===== config.mk =====
export PLATFORM = sky130hd
export DESIGN_NAME = pc_sequencer
export DESIGN_NICKNAME = d
export VERILOG_FILES = /design/src/rtl/pc_pkg.sv /design/src/rtl/pc_ras.sv /design/src/rtl/pc_sequencer.sv
export SDC_FILE = /design/constraint.sdc
export NUM_CORES = 1
export LEC_CHECK = 0
export CORE_MARGIN = 4
export CORE_UTILIZATION = 35
export CTS_CLUSTER_DIAMETER = 40
export DETAILED_ROUTE_END_ITERATION = 8
export PLACE_DENSITY = 0.76
export SLEW_MARGIN = 30
export SYNTH_ARGS = -nofsm -noshare
export SYNTH_HDL_FRONTEND = slang
export SYNTH_SLANG_ARGS = --single-unit

===== constraint.sdc =====
create_clock -name clk -period 2.89 [get_ports clk]
set_input_delay 0.7225 -clock clk [delete_from_list [all_inputs] [get_ports clk]]
set_output_delay 0.7225 -clock clk [all_outputs]
set_load 0.02 [all_outputs]

===== src/rtl/pc_pkg.sv =====
// Shared types and default constants for the program-counter sequencer.
package pc_pkg;

    typedef enum logic [1:0] {
        ST_RUN    = 2'd0,
        ST_BUBBLE = 2'd1,
        ST_HALTED = 2'd2
    } pc_state_e;

    localparam logic [6:0]  PC_HALT_OP    = 7'b1111111;
    localparam int unsigned PC_RESET_ADDR = 0;

endpackage


===== src/rtl/pc_ras.sv =====
// Circular return-address stack: a push when full overwrites the oldest entry,
// and the occupancy count saturates at DEPTH.
module pc_ras #(
    parameter int WIDTH = 32,
    parameter int DEPTH = 4
) (
    input  logic             clk,
    input  logic             rst,
    input  logic             push,
    input  logic             pop,
    input  logic [WIDTH-1:0] push_data,
    output logic [WIDTH-1:0] top,
    output logic             full,
    output logic             empty
);

    localparam int IDX_W = (DEPTH > 1) ? $clog2(DEPTH) : 1;
    localparam int CNT_W = $clog2(DEPTH + 1);

    logic [WIDTH-1:0] mem [DEPTH];
    logic [IDX_W-1:0] head_q;     // next slot to write
    logic [CNT_W-1:0] count_q;
    logic [IDX_W-1:0] head_next;
    logic [IDX_W-1:0] head_prev;

    assign head_next = (head_q == IDX_W'(DEPTH - 1)) ? '0 : head_q + IDX_W'(1);
    assign head_prev = (head_q == '0) ? IDX_W'(DEPTH - 1) : head_q - IDX_W'(1);

    assign top   = mem[head_prev];
    assign empty = (count_q == '0);
    assign full  = (count_q == CNT_W'(DEPTH));

    always_ff @(posedge clk) begin
        if (!rst) begin
            head_q  <= '0;
            count_q <= '0;
        end else if (push && !pop) begin
            head_q <= head_next;
            if (!full) begin
                count_q <= count_q + CNT_W'(1);
            end
        end else if (pop && !push && !empty) begin
            head_q  <= head_prev;
            count_q <= count_q - CNT_W'(1);
        end
    end

    always_ff @(posedge clk) begin
        if (push && !pop) begin
            mem[head_q] <= push_data;
        end
    end

endmodule


===== src/rtl/pc_sequencer.sv =====
// Fetch-stage PC sequencer: step/redirect/stall/halt with a one-cycle bubble
// after redirect or resume. Optional return-address stack under `PC_RAS_EN.
module pc_sequencer
    import pc_pkg::*;
#(
    parameter int               WIDTH      = 32,
    parameter int               STEP       = 1,
    parameter logic [WIDTH-1:0] RESET_ADDR = WIDTH'(PC_RESET_ADDR),
    parameter int               OP_W       = 7,
    parameter logic [OP_W-1:0]  HALT_OP    = OP_W'(PC_HALT_OP),
    parameter int               RAS_DEPTH  = 4
) (
    input  logic             clk,
    input  logic             rst,
    input  logic             stall,
    input  logic [OP_W-1:0]  opcode,
    input  logic             op_valid,
    input  logic             redir_valid,
    input  logic [WIDTH-1:0] redir_addr,
    input  logic             resume,
    output logic [WIDTH-1:0] pc,
    output logic             pc_valid,
    output logic             halted,
    input  logic             call,
    input  logic             ret,
    output logic             ras_empty,
    output pc_state_e        state_dbg
);

    localparam logic [WIDTH-1:0] STEP_W = WIDTH'(STEP);

    pc_state_e        state_q, state_d;
    logic [WIDTH-1:0] pc_q, pc_d;
    logic             pc_valid_q, pc_valid_d;
    logic             halted_q, halted_d;

    logic [WIDTH-1:0] pc_inc;
    logic             halt_req;
    logic             ret_take;
    logic             call_take;
    logic             ras_push;
    logic             ras_pop;
    logic [WIDTH-1:0] ras_top;

    assign pc_inc   = pc_q + STEP_W;
    assign halt_req = op_valid && (opcode == HALT_OP);

`ifdef PC_RAS_EN
    logic ras_empty_w;
    logic ras_full_unused;

    pc_ras #(
        .WIDTH (WIDTH),
        .DEPTH (RAS_DEPTH)
    ) u_ras (
        .clk       (clk),
        .rst       (rst),
        .push      (ras_push),
        .pop       (ras_pop),
        .push_data (pc_inc),
        .top       (ras_top),
        .full      (ras_full_unused),
        .empty     (ras_empty_w)
    );

    // A ret on an empty stack is dropped so the PC just increments.
    assign ret_take  = ret && !ras_empty_w;
    assign call_take = call && !ret;
    assign ras_empty = ras_empty_w;
`else
    logic unused_ras;

    assign unused_ras = call | ret | ras_push | ras_pop | (RAS_DEPTH == 0);
    assign ret_take   = 1'b0;
    assign call_take  = 1'b0;
    assign ras_top    = '0;
    assign ras_empty  = 1'b1;
`endif

    always_ff @(posedge clk) begin
        if (!rst) begin
            state_q    <= ST_RUN;
            pc_q       <= RESET_ADDR;
            pc_valid_q <= 1'b1;
            halted_q   <= 1'b0;
        end else begin
            state_q    <= state_d;
            pc_q       <= pc_d;
            pc_valid_q <= pc_valid_d;
            halted_q   <= halted_d;
        end
    end

    // RUN priority: redirect > ret > halt > stall > call/increment.
    always_comb begin
        state_d    = state_q;
        pc_d       = pc_q;
        pc_valid_d = pc_valid_q;
        halted_d   = halted_q;
        ras_push   = 1'b0;
        ras_pop    = 1'b0;
        case (state_q)
            ST_RUN: begin
                if (redir_valid) begin
                    pc_d       = redir_addr;
                    pc_valid_d = 1'b0;
                    state_d    = ST_BUBBLE;
                end else if (ret_take) begin
                    pc_d       = ras_top;
                    ras_pop    = 1'b1;
                    pc_valid_d = 1'b0;
                    state_d    = ST_BUBBLE;
                end else if (halt_req) begin
                    halted_d   = 1'b1;
                    pc_valid_d = 1'b0;
                    state_d    = ST_HALTED;
                end else if (!stall) begin
                    pc_d     = pc_inc;
                    ras_push = call_take;
                end
            end
            ST_BUBBLE: begin
                if (redir_valid) begin
                    pc_d = redir_addr;
                end else begin
                    pc_valid_d = 1'b1;
                    state_d    = ST_RUN;
                end
            end
            ST_HALTED: begin
                if (resume) begin
                    halted_d = 1'b0;
                    state_d  = ST_BUBBLE;
                end
            end
            default: begin
                state_d = ST_RUN;
            end
        endcase
    end

    assign pc        = pc_q;
    assign pc_valid  = pc_valid_q;
    assign halted    = halted_q;
    assign state_dbg = state_q;

endmodule


==> impl_metrics.py, run 1 <==
metrics = {
    "worst_setup_path": {
        "critPathArrivalTime_ns": 2.63,
        "reg2reg_to": "pc[25]",
        "path_class": "flop to flop",
        "path_max_fanout": 9,
        "end_kind": "flop",
        "start_kind": "flop",
        "required_ns": 3.08,
        "rr_worst_depth": 5,
        "r2r_slack_ns": 0.45,
        "r2r_start": "pc[2]",
    },
    "detailed_routing": {
        "first_iter_violations": 178,
        "wire_per_inst_um": 16.41,
        "drc_errors": 0,
        "avgViaCountPerCell": 5.825,
        "wl_um": 7695,
        "ant_nets": 0,
        "dr.pass1.iters": 5,
        "vias": 2732,
    },
    "synthesis": {
        "yosys.area.top_type_share_pct": 31.75,
        "synth_edf_count": 0,
        "yosysWarnings": 0,
        "syn_nets": 359,
        "synth_area_leader_cell": "dfxtp_1",
        "mappedNetlistArea_um2": 2270,
        "ys_seq_area_share_pct": 31.75,
        "async_flop_share_pct": 0,
        "synth_cell_types": 51,
        "synthCells": 311,
        "postSynthAreaPerCell_um2": 7.298,
        "synth.area.top_cells": "dfxtp_1 (32%), nand2_1 (7.9%), a21oi_1 (6.0%)",
        "ys_ff_latch": 36,
        "ys.flop_type": "dfxtp_1",
    },
    "place": {
        "place.gp.congestion": 0.8809,
        "post-dp-hpwl_um": 5612,
        "io_buffers": 80,
    },
    "clocking": {
        "clk_path_buf_depth": 2,
        "cts_hold_buf": 0,
        "cts-root-buf": "clkbuf_8",
        "cts_made_buffers": 5,
        "cts_sinks": 36,
        "cts_setup_buffers": 0,
        "cts_tree": "built",
        "cts_resized": 0,
        "path_clk_slew_ns": 0.08,
        "cts_max_level": 2,
        "insertion_delay_ns": 0.29,
    },
    "floorplan": {
        "start_util_pct": 35.95,
        "die_y_um": 88.53,
        "die-area_um2": 7838,
        "ioPinCount": 84,
        "die_w_um": 88.53,
        "rows": 29,
        "core_um2": 6314,
    },
    "timing": {
        "max_freq_ghz": 0.4103,
        "setup_viol": 0,
        "rsz0062_at_grt": "no",
        "finalClockSkew_ns": 0.01008,
        "tightest_slew_ns": 0.5629,
        "fin_crit_ns": 2.437,
        "tns_ns": 0,
        "finalCritPeriodShare_pct": 84.34,
        "slew_viol_final": 0,
        "finalHoldViolations": 0,
        "relSlewSlack_pct": 62.48,
    },
    "hold_path": {
        "hold-path-cell-count": 1,
        "hp-start": "halted",
        "hold_class": "flop to flop",
        "whs_endpoint": "halted",
    },
    "global_routing": {
        "grt_max_degree": 29,
        "grt_pass1_wl_um": 12190,
        "grt_pass1_vias": 2487,
        "grt_usage_pct": 19.50,
        "antenna_found_initial": 0,
        "grt-ovfl-total": 0,
    },
    "run": {
        "drv_cap": 0,
    },
    "power": {
        "cellLeakagePower_nw": 1.166,
        "ir_drop_mv": 0.2467,
        "total_power_mw": 1.319,
        "p_per_area_nw_per_um2": 401.1,
    },
    "layout": {
        "drive_gt1_share_pct": 7.143,
        "fin_nets": 439,
        "antenna_cells": 0,
        "syn_to_final_growth_pct": 44.87,
        "fillerInstances": 621,
    },
    "status": {
        "status": "finished clean",
    },
}
cells by family after synthesis:
group	synth area share [%]
AO/OA/AOI/OAI	30.43
adder cells (fa/ha/maj)	0.5512
buffers and inverters	4.686
flip-flops	31.75
other	0.1652
AND/OR/NAND/NOR	32.42
critical path, stage by stage, from the launching register on:
cell and delay [ns]:
dfxtp_1 0.47, nand4_1 0.16, or4_1 0.67, or3_4 0.47, a211o_1 0.30, a32o_1 0.25
synth_stat cells (2+ instances only):
cell type	count
dfxtp_1	36
buf_1	2
a32oi_1	2
nor4_1	9
and3_1	6
or3_1	6
nand3_1	15
nand4_1	15
a32o_1	4
nor3_1	7
a211o_1	2
nand2_1	48
a21oi_1	27
a41o_1	2
nor2_1	14
and4_1	3
o21ai_0	25
a311oi_1	3
a211oi_1	3
inv_1	3
o211a_1	2
o21a_1	6
o221ai_1	3
nand4b_1	2
o41ai_1	2
a21o_1	2
o31a_1	5
or4_1	2
a21boi_0	4
nand3b_1	2
o22ai_1	6
and2_1	5
clkbuf_1	19
o211ai_1	2
per-layer routing:
layer | global-route usage (%) | vias up | wire [µm]
met5 | 0 | - | 0
met4 | 5.495 | 0 | 92
met3 | 4.190 | 11 | 575
met2 | 31.88 | 119 | 3674
met1 | 25.98 | 1259 | 3352
li1 | - | 1343 | -
cells in the final DEF (no fill, tap or decap), types with 2 or more instances in the layout:
cell              n
a41o_1            2
nand2_1          48
clkdlybuf4s50_1  80
o22ai_1           6
and2_1            5
o21a_1            6
o31a_1            5
nor4_1            9
a211o_1           2
o211ai_1          2
o221ai_1          3
a211oi_1          3
or3_1             6
nand4b_1          2
buf_4            16
or4_1             2
and3_1            6
a311oi_1          3
clkinv_2          2
inv_1             3
a21oi_1          27
a32o_1            4
nand3b_1          2
a32oi_1           2
a21o_1            2
o211a_1           2
nand4_1          15
a21boi_0          4
nor2_1           14
nand3_1          15
nor3_1            7
o21ai_0          25
clkbuf_8          6
o41ai_1           2
and4_1            3
dfxtp_1          36
sequential cells by signal (all words and copies together), names as in the netlist:
name	count
halted	1
state_dbg	2
pc_valid	1
pc	32
how the worst max path moves through the flow:
stage	from	endpoint	slack, ns	cells after the start
after floorplan	pc[2]	pc[25]	0.54	6
after global placement	op_valid	pc[4]	0.27	8
after detailed placement	opcode[5]	pc[4]	0.24	8
after CTS	pc[2]	pc[25]	0.46	5
after global routing	pc[5]	pc[27]	0.33	5
final	pc[2]	pc[25]	0.45	5
where the power goes:
group / internal [mW] / total, mW / switching, mW
Combinational: 0.180 / 0.348 / 0.168
Sequential: 0.533 / 0.589 / 0.0561
Clock: 0.190 / 0.382 / 0.191
area by class of cell:
type / instances / area, µm² / share of cell area [%]
Timing Repair Buffer: 96 / 920.9 / 28.01
Clock buffer: 6 / 82.58 / 2.511
Tap cell: 77 / 96.34 / 2.930
Inverter: 4 / 15.01 / 0.4566
Sequential cell: 36 / 720.7 / 21.92
Multi-Input combinational cell: 248 / 1443 / 43.87
Clock inverter: 2 / 10.01 / 0.3044
through the flow:
stage                     instance area (µm²)  utilization, %  std cells  worst slack, ns  hold WS, ns
final                                    3288           52.08        469           0.4526       0.5085
after global routing                     3288           52.08        469           0.3254       0.5362
after CTS                                3288           52.08        469           0.4582       0.5136
after detailed placement                 3196           50.61        461           0.2375       0.4898
after global placement                   3196           50.61        461           0.2708       0.4893
after floorplan                          2270               -        311           0.5438       0.5724
Note: power is estimated with default switching activity, not from simulation.
==> run 2: changes to the inputs <==
--- a/config.mk
+++ b/config.mk
@@ -9,7 +9,7 @@
 export CORE_UTILIZATION = 35
 export CTS_CLUSTER_DIAMETER = 40
 export DETAILED_ROUTE_END_ITERATION = 8
-export PLACE_DENSITY = 0.76
+export PLACE_DENSITY = 0.78
 export SLEW_MARGIN = 30
 export SYNTH_ARGS = -nofsm -noshare
 export SYNTH_HDL_FRONTEND = slang
==> constraint.sdc (replaced) <==
create_clock -name clk -period 2 [get_ports clk]
set_input_delay 0.5 -clock clk [delete_from_list [all_inputs] [get_ports clk]]
set_output_delay 0.5 -clock clk [all_outputs]
set_load 0.02 [all_outputs]
==> run 2 against run 1 <==
Compared with the run above:
- setup slack got worse by 0.45 ns
- routed wire length increased by 6.1%
- fmax grew 22%
- register-to-register slack got worse by 0.45 ns
==> impl_metrics.py, run 2 (synthesized netlist as in run 1, its figures left out) <==
metrics = {
    "place": {
        "io_buffers": 80,
        "place.gp.congestion": 0.8751,
        "post-dp-hpwl_um": 6088,
    },
    "floorplan": {
        "die_y_um": 88.53,
        "core_um2": 6314,
        "die-area_um2": 7838,
        "die_w_um": 88.53,
        "rows": 29,
        "start_util_pct": 35.95,
        "ioPinCount": 84,
    },
    "layout": {
        "multiInputGateArea_um2": 1516,
        "antenna_cells": 0,
        "fillerInstances": 583,
        "drive_gt1_share_pct": 21.87,
        "register_area_um2": 745.7,
        "most-common-layout-cells": "clkdlybuf4s50_1 (79), buf_4 (61), nand2_1 (46)",
        "postLayoutCoreUtil_pct": 59.77,
        "largest_register_ffs": 32,
        "syn_to_final_growth_pct": 66.26,
        "fin_nets": 486,
        "layout_commonest_cell": "clkdlybuf4s50_1",
    },
    "clocking": {
        "cts_sinks": 36,
        "cts_max_level": 2,
        "cts_hold_buf": 0,
        "cts-root-buf": "clkbuf_8",
        "clk_path_buf_depth": 2,
        "path_clk_slew_ns": 0.08,
        "cts_made_buffers": 5,
        "cts_tree": "built",
        "insertion_delay_ns": 0.30,
    },
    "worst_setup_path": {
        "path_class": "flop to flop",
        "crit_chain": "nand4_1, or4_4, or3_4, a211o_1, a32o_1",
        "slowest_stage": "or4_4",
        "required_ns": 2.20,
        "path_max_fanout": 4,
        "end_kind": "flop",
        "path_buf_inv": 0,
        "timing.critical_path.max_delay_family": "simple AND/OR/NAND/NOR gates",
        "start_kind": "flop",
        "critPathArrivalTime_ns": 2.20,
        "slowest_delay_ns": 0.55,
    },
    "detailed_routing": {
        "dr.pass1.iters": 5,
        "ant_nets": 0,
        "wl_um": 8167,
        "avgViaCountPerCell": 5.731,
        "vias": 2957,
        "first_iter_violations": 204,
        "drc_errors": 0,
        "wire_per_inst_um": 15.83,
    },
    "global_routing": {
        "grt_max_degree": 22,
        "grt_pass1_vias": 2823,
        "antenna_found_initial": 0,
        "grt-ovfl-total": 0,
        "grt_usage_pct": 20.74,
        "grt_pass1_wl_um": 12810,
    },
    "timing": {
        "slew_viol_final": 0,
        "fin_crit_ns": 1.998,
        "rsz0062_at_grt": "yes",
        "max_freq_ghz": 0.5005,
        "setup_viol": 0,
        "finalHoldViolations": 0,
        "finalCritPeriodShare_pct": 99.89,
        "finalClockSkew_ns": 0.008965,
    },
    "power": {
        "p_per_area_nw_per_um2": 554.0,
        "total_power_mw": 2.091,
        "ir_drop_mv": 0.4450,
        "p_int_mw": 1.466,
        "power_switching_mw": 0.6247,
        "pwr-share-clk_pct": 31.2,
        "cellLeakagePower_nw": 1.460,
        "p_sw_share_pct": 29.88,
        "power_frac_comb_pct": 29.5,
        "pwr-share-seq_pct": 39.3,
    },
    "status": {
        "status": "finished clean",
    },
    "hold_path": {
        "hold_class": "flop to flop",
    },
    "run": {
        "drv_cap": 0,
    },
}
run 2: worst min-delay path, cell delays in order (launching register included):
cell     delay [ns]
dfxtp_1        0.32
o21ai_0        0.07
nand3_1        0.07
run 2: area by class of cell:
type	count	area share, %
Sequential cell	36	19.76
Clock inverter	2	0.9284
Tap cell	77	2.553
Clock buffer	6	1.923
Timing Repair Buffer	143	34.25
Inverter	4	0.3979
Multi-Input combinational cell	248	40.19
run 2: power groups by stage:
stage	Combinational, mW	Clock (mW)	Sequential (mW)
6_report	0.616	0.653	0.822
5_1_grt	0.666	0.689	0.829
4_1_cts	0.609	0.658	0.820
3_5_place_dp	0.605	0	0.837
3_3_place_gp	0.596	0	0.834
2_1_floorplan	0.186	0	0.912
run 2: repair_timing:
action | CTS | global route
cloned | 0 | 0
pin swaps | 2 | 5
endpoints found under the setup margin | 7 | 29
gates resized for setup | 4 | 11
buffers inserted | 1 | 0
run 2: layer usage:
| metal | track usage (%) | wire length (µm) |
|---|---|---|
| met5 | 0 | 0 |
| met2 | 34.74 | 4107 |
| met3 | 3.911 | 527 |
| met1 | 26.78 | 3407 |
| met4 | 7.005 | 124 |
run 2: final timing paths:
| path | startpoint | to | slack, ns | cells after the start |
|---|---|---|---|---|
| max reg2reg | pc[0] | pc[25] | 0.002 | 5 |
| min reg2reg | pc_valid | pc_valid | 0.52 | 2 |
| max | pc[0] | pc[25] | 0.002 | 5 |
| min | pc_valid | pc_valid | 0.52 | 2 |
run 2: stage by stage:
stage / TNS [ns] / setup slack, ns / std cells / hold WS [ns] / instance area, µm²
after CTS: -0.007615 / -0.007615 / 516 / 0.5200 / 3719
after floorplan: -0.1327 / -0.08245 / 311 / 0.5119 / 2310
after detailed placement: -6.450 / -0.3119 / 507 / 0.5057 / 3585
after global routing: -0.1851 / -0.07281 / 516 / 0.5604 / 3774
after global placement: -6.270 / -0.2523 / 507 / 0.4922 / 3585
final: 0 / 0.002147 / 516 / 0.5161 / 3774
==> run 3: changes to the inputs <==
==> constraint.sdc (replaced) <==
create_clock -name clk -period 1.7 [get_ports clk]
set_input_delay 0.425 -clock clk [delete_from_list [all_inputs] [get_ports clk]]
set_output_delay 0.425 -clock clk [all_outputs]
set_load 0.02 [all_outputs]
==> run 3 against run 2 <==
Compared with the run above:
- the flow now finishes with violations (negative setup slack)
- setup slack got worse by 0.36 ns
- cell area up 7.9%
- first-iteration DRC count rose by 50%
- sequential power up 17%
- largest power group unchanged
- clock skew decreased by 0.0021 ns
- final cell count rose by 3.9%
- routed wire length increased by 16%
- critical path type unchanged
==> impl_metrics.py, run 3 (synthesized netlist as in run 1, its figures left out) <==
metrics = {
    "layout": {
        "layout_commonest_cell": "buf_4",
        "antenna_cells": 0,
        "syn_to_final_growth_pct": 79.33,
        "largest_register_ffs": 32,
        "most-common-layout-cells": "buf_4 (69), nand2_1 (46), clkdlybuf4s50_1 (43)",
        "drive_gt1_share_pct": 29.63,
        "fillerInstances": 514,
        "fin_nets": 506,
    },
    "detailed_routing": {
        "wl_um": 9486,
        "vias": 3174,
        "first_iter_violations": 306,
        "avgViaCountPerCell": 5.922,
        "ant_nets": 0,
        "wire_per_inst_um": 17.70,
        "dr.pass1.iters": 5,
        "drc_errors": 0,
    },
    "floorplan": {
        "die-area_um2": 7838,
        "die_y_um": 88.53,
        "core_um2": 6314,
        "die_w_um": 88.53,
        "rows": 29,
        "ioPinCount": 84,
        "start_util_pct": 35.95,
    },
    "power": {
        "pwr-share-clk_pct": 26.2,
        "p_sw_share_pct": 33.34,
        "power_frac_comb_pct": 32.9,
        "p_int_mw": 1.569,
        "cellLeakagePower_nw": 1.798,
        "ir_drop_mv": 0.3926,
        "pwr-share-seq_pct": 40.9,
        "p_per_area_nw_per_um2": 578.4,
        "power_switching_mw": 0.7849,
    },
    "status": {
        "status": "complete, but fails checks",
        "violations": "negative setup slack",
    },
    "worst_setup_path": {
        "path_max_fanout": 5,
        "critPathArrivalTime_ns": 2.26,
        "start_kind": "flop",
        "path_class": "flop to flop",
        "critPathLaunch": "pc[3]",
        "end_kind": "flop",
        "required_ns": 1.90,
        "rr_worst_depth": 5,
        "r2r_start": "pc[3]",
    },
    "hold_path": {
        "hold-path-cell-count": 2,
        "hold_class": "flop to flop",
        "hp-start": "pc_valid",
    },
    "timing": {
        "setup_viol": 21,
        "finalClockSkew_ns": 0.006915,
        "hold_slack_ns": 0.5113,
        "slew_viol_final": 0,
        "layout_setup_ws_ns": -0.3615,
        "rsz0062_at_grt": "yes",
        "fin_crit_ns": 2.061,
        "finalHoldViolations": 0,
        "max_freq_ghz": 0.4851,
        "finalCritPeriodShare_pct": 121.3,
    },
    "global_routing": {
        "antenna_found_initial": 0,
        "grt-ovfl-total": 0,
        "grt_pass1_vias": 2957,
        "grt_usage_pct": 22.47,
        "grt_pass1_wl_um": 13820,
        "grt_max_degree": 20,
    },
    "clocking": {
        "path_clk_slew_ns": 0.08,
        "insertion_delay_ns": 0.30,
        "cts_max_level": 2,
        "cts_sinks": 36,
        "clk_path_buf_depth": 2,
        "cts-root-buf": "clkbuf_8",
        "cts_made_buffers": 5,
        "cts_tree": "built",
    },
    "run": {
        "drv_cap": 0,
    },
    "place": {
        "dp_slack_ns": -0.4241,
        "place.gp.congestion": 0.8981,
        "io_buffers": 80,
        "post-dp-hpwl_um": 6311,
    },
}
## run 3: metal layers
| layer | GRT usage, % | part of all wire, % | vias up |
|---|---|---|---|
| li1 | - | - | 1488 |
| met1 | 27.68 | 40 | 1492 |
| met2 | 38.75 | 50 | 157 |
| met3 | 4.562 | 7.2 | 37 |
| met4 | 8.104 | 3.4 | 0 |
| met5 | 0 | 0 | - |
## run 3: power by group through the flow
stage | Combinational, mW | Clock (mW) | Sequential [mW]
final | 0.775 | 0.616 | 0.964
after global routing | 0.829 | 0.655 | 0.970
after CTS | 0.723 | 0.614 | 0.958
after detailed placement | 0.745 | 0 | 0.977
after global placement | 0.732 | 0 | 0.975
after floorplan | 0.233 | 0 | 1.07
## run 3: path summary, 6_finish.rpt
check,slack (ns),to
max,-0.36,pc[25]
min reg2reg,0.51,pc_valid
max reg2reg,-0.36,pc[25]
min,0.51,pc_valid
## run 3: worst max-delay path, stage by stage, from the launching register on
cell     delay [ns]
dfxtp_4        0.35
nand4_1        0.15
or4_4          0.61
or3_4          0.38
a211o_1        0.26
a32o_1         0.21
## run 3: area by class of cell
class	count	area, µm²	share of cell area (%)
Clock buffer	5	68.82	1.691
Clock inverter	3	13.76	0.3381
Inverter	4	15.01	0.3689
Multi-Input combinational cell	250	1692	41.56
Sequential cell	36	748.2	18.38
Tap cell	77	96.34	2.367
Timing Repair Buffer	161	1436	35.29
## run 3: repair_timing
| item | CTS | global route |
|---|---|---|
| setup endpoints to repair | 65 | 34 |
| resized for setup | 59 | 40 |
| gates cloned | 2 | 0 |
| pin swaps | 22 | 19 |
| buffers inserted | 4 | 9 |
| hold buffers | 0 | 0 |
## run 3: through the flow
stage          setup TNS, ns  area, µm²  power (mW)  std cells  util [%]
3_3_place_gp          -9.244       3671       1.708        514     58.15
3_5_place_dp          -10.88       3671       1.722        514     58.15
6_report              -4.233       4070       2.354        536     64.47
2_1_floorplan         -2.504       2381       1.307        311         -
4_1_cts               -2.922       3854       2.295        528     61.04
5_1_grt               -5.749       4070       2.454        536     64.47
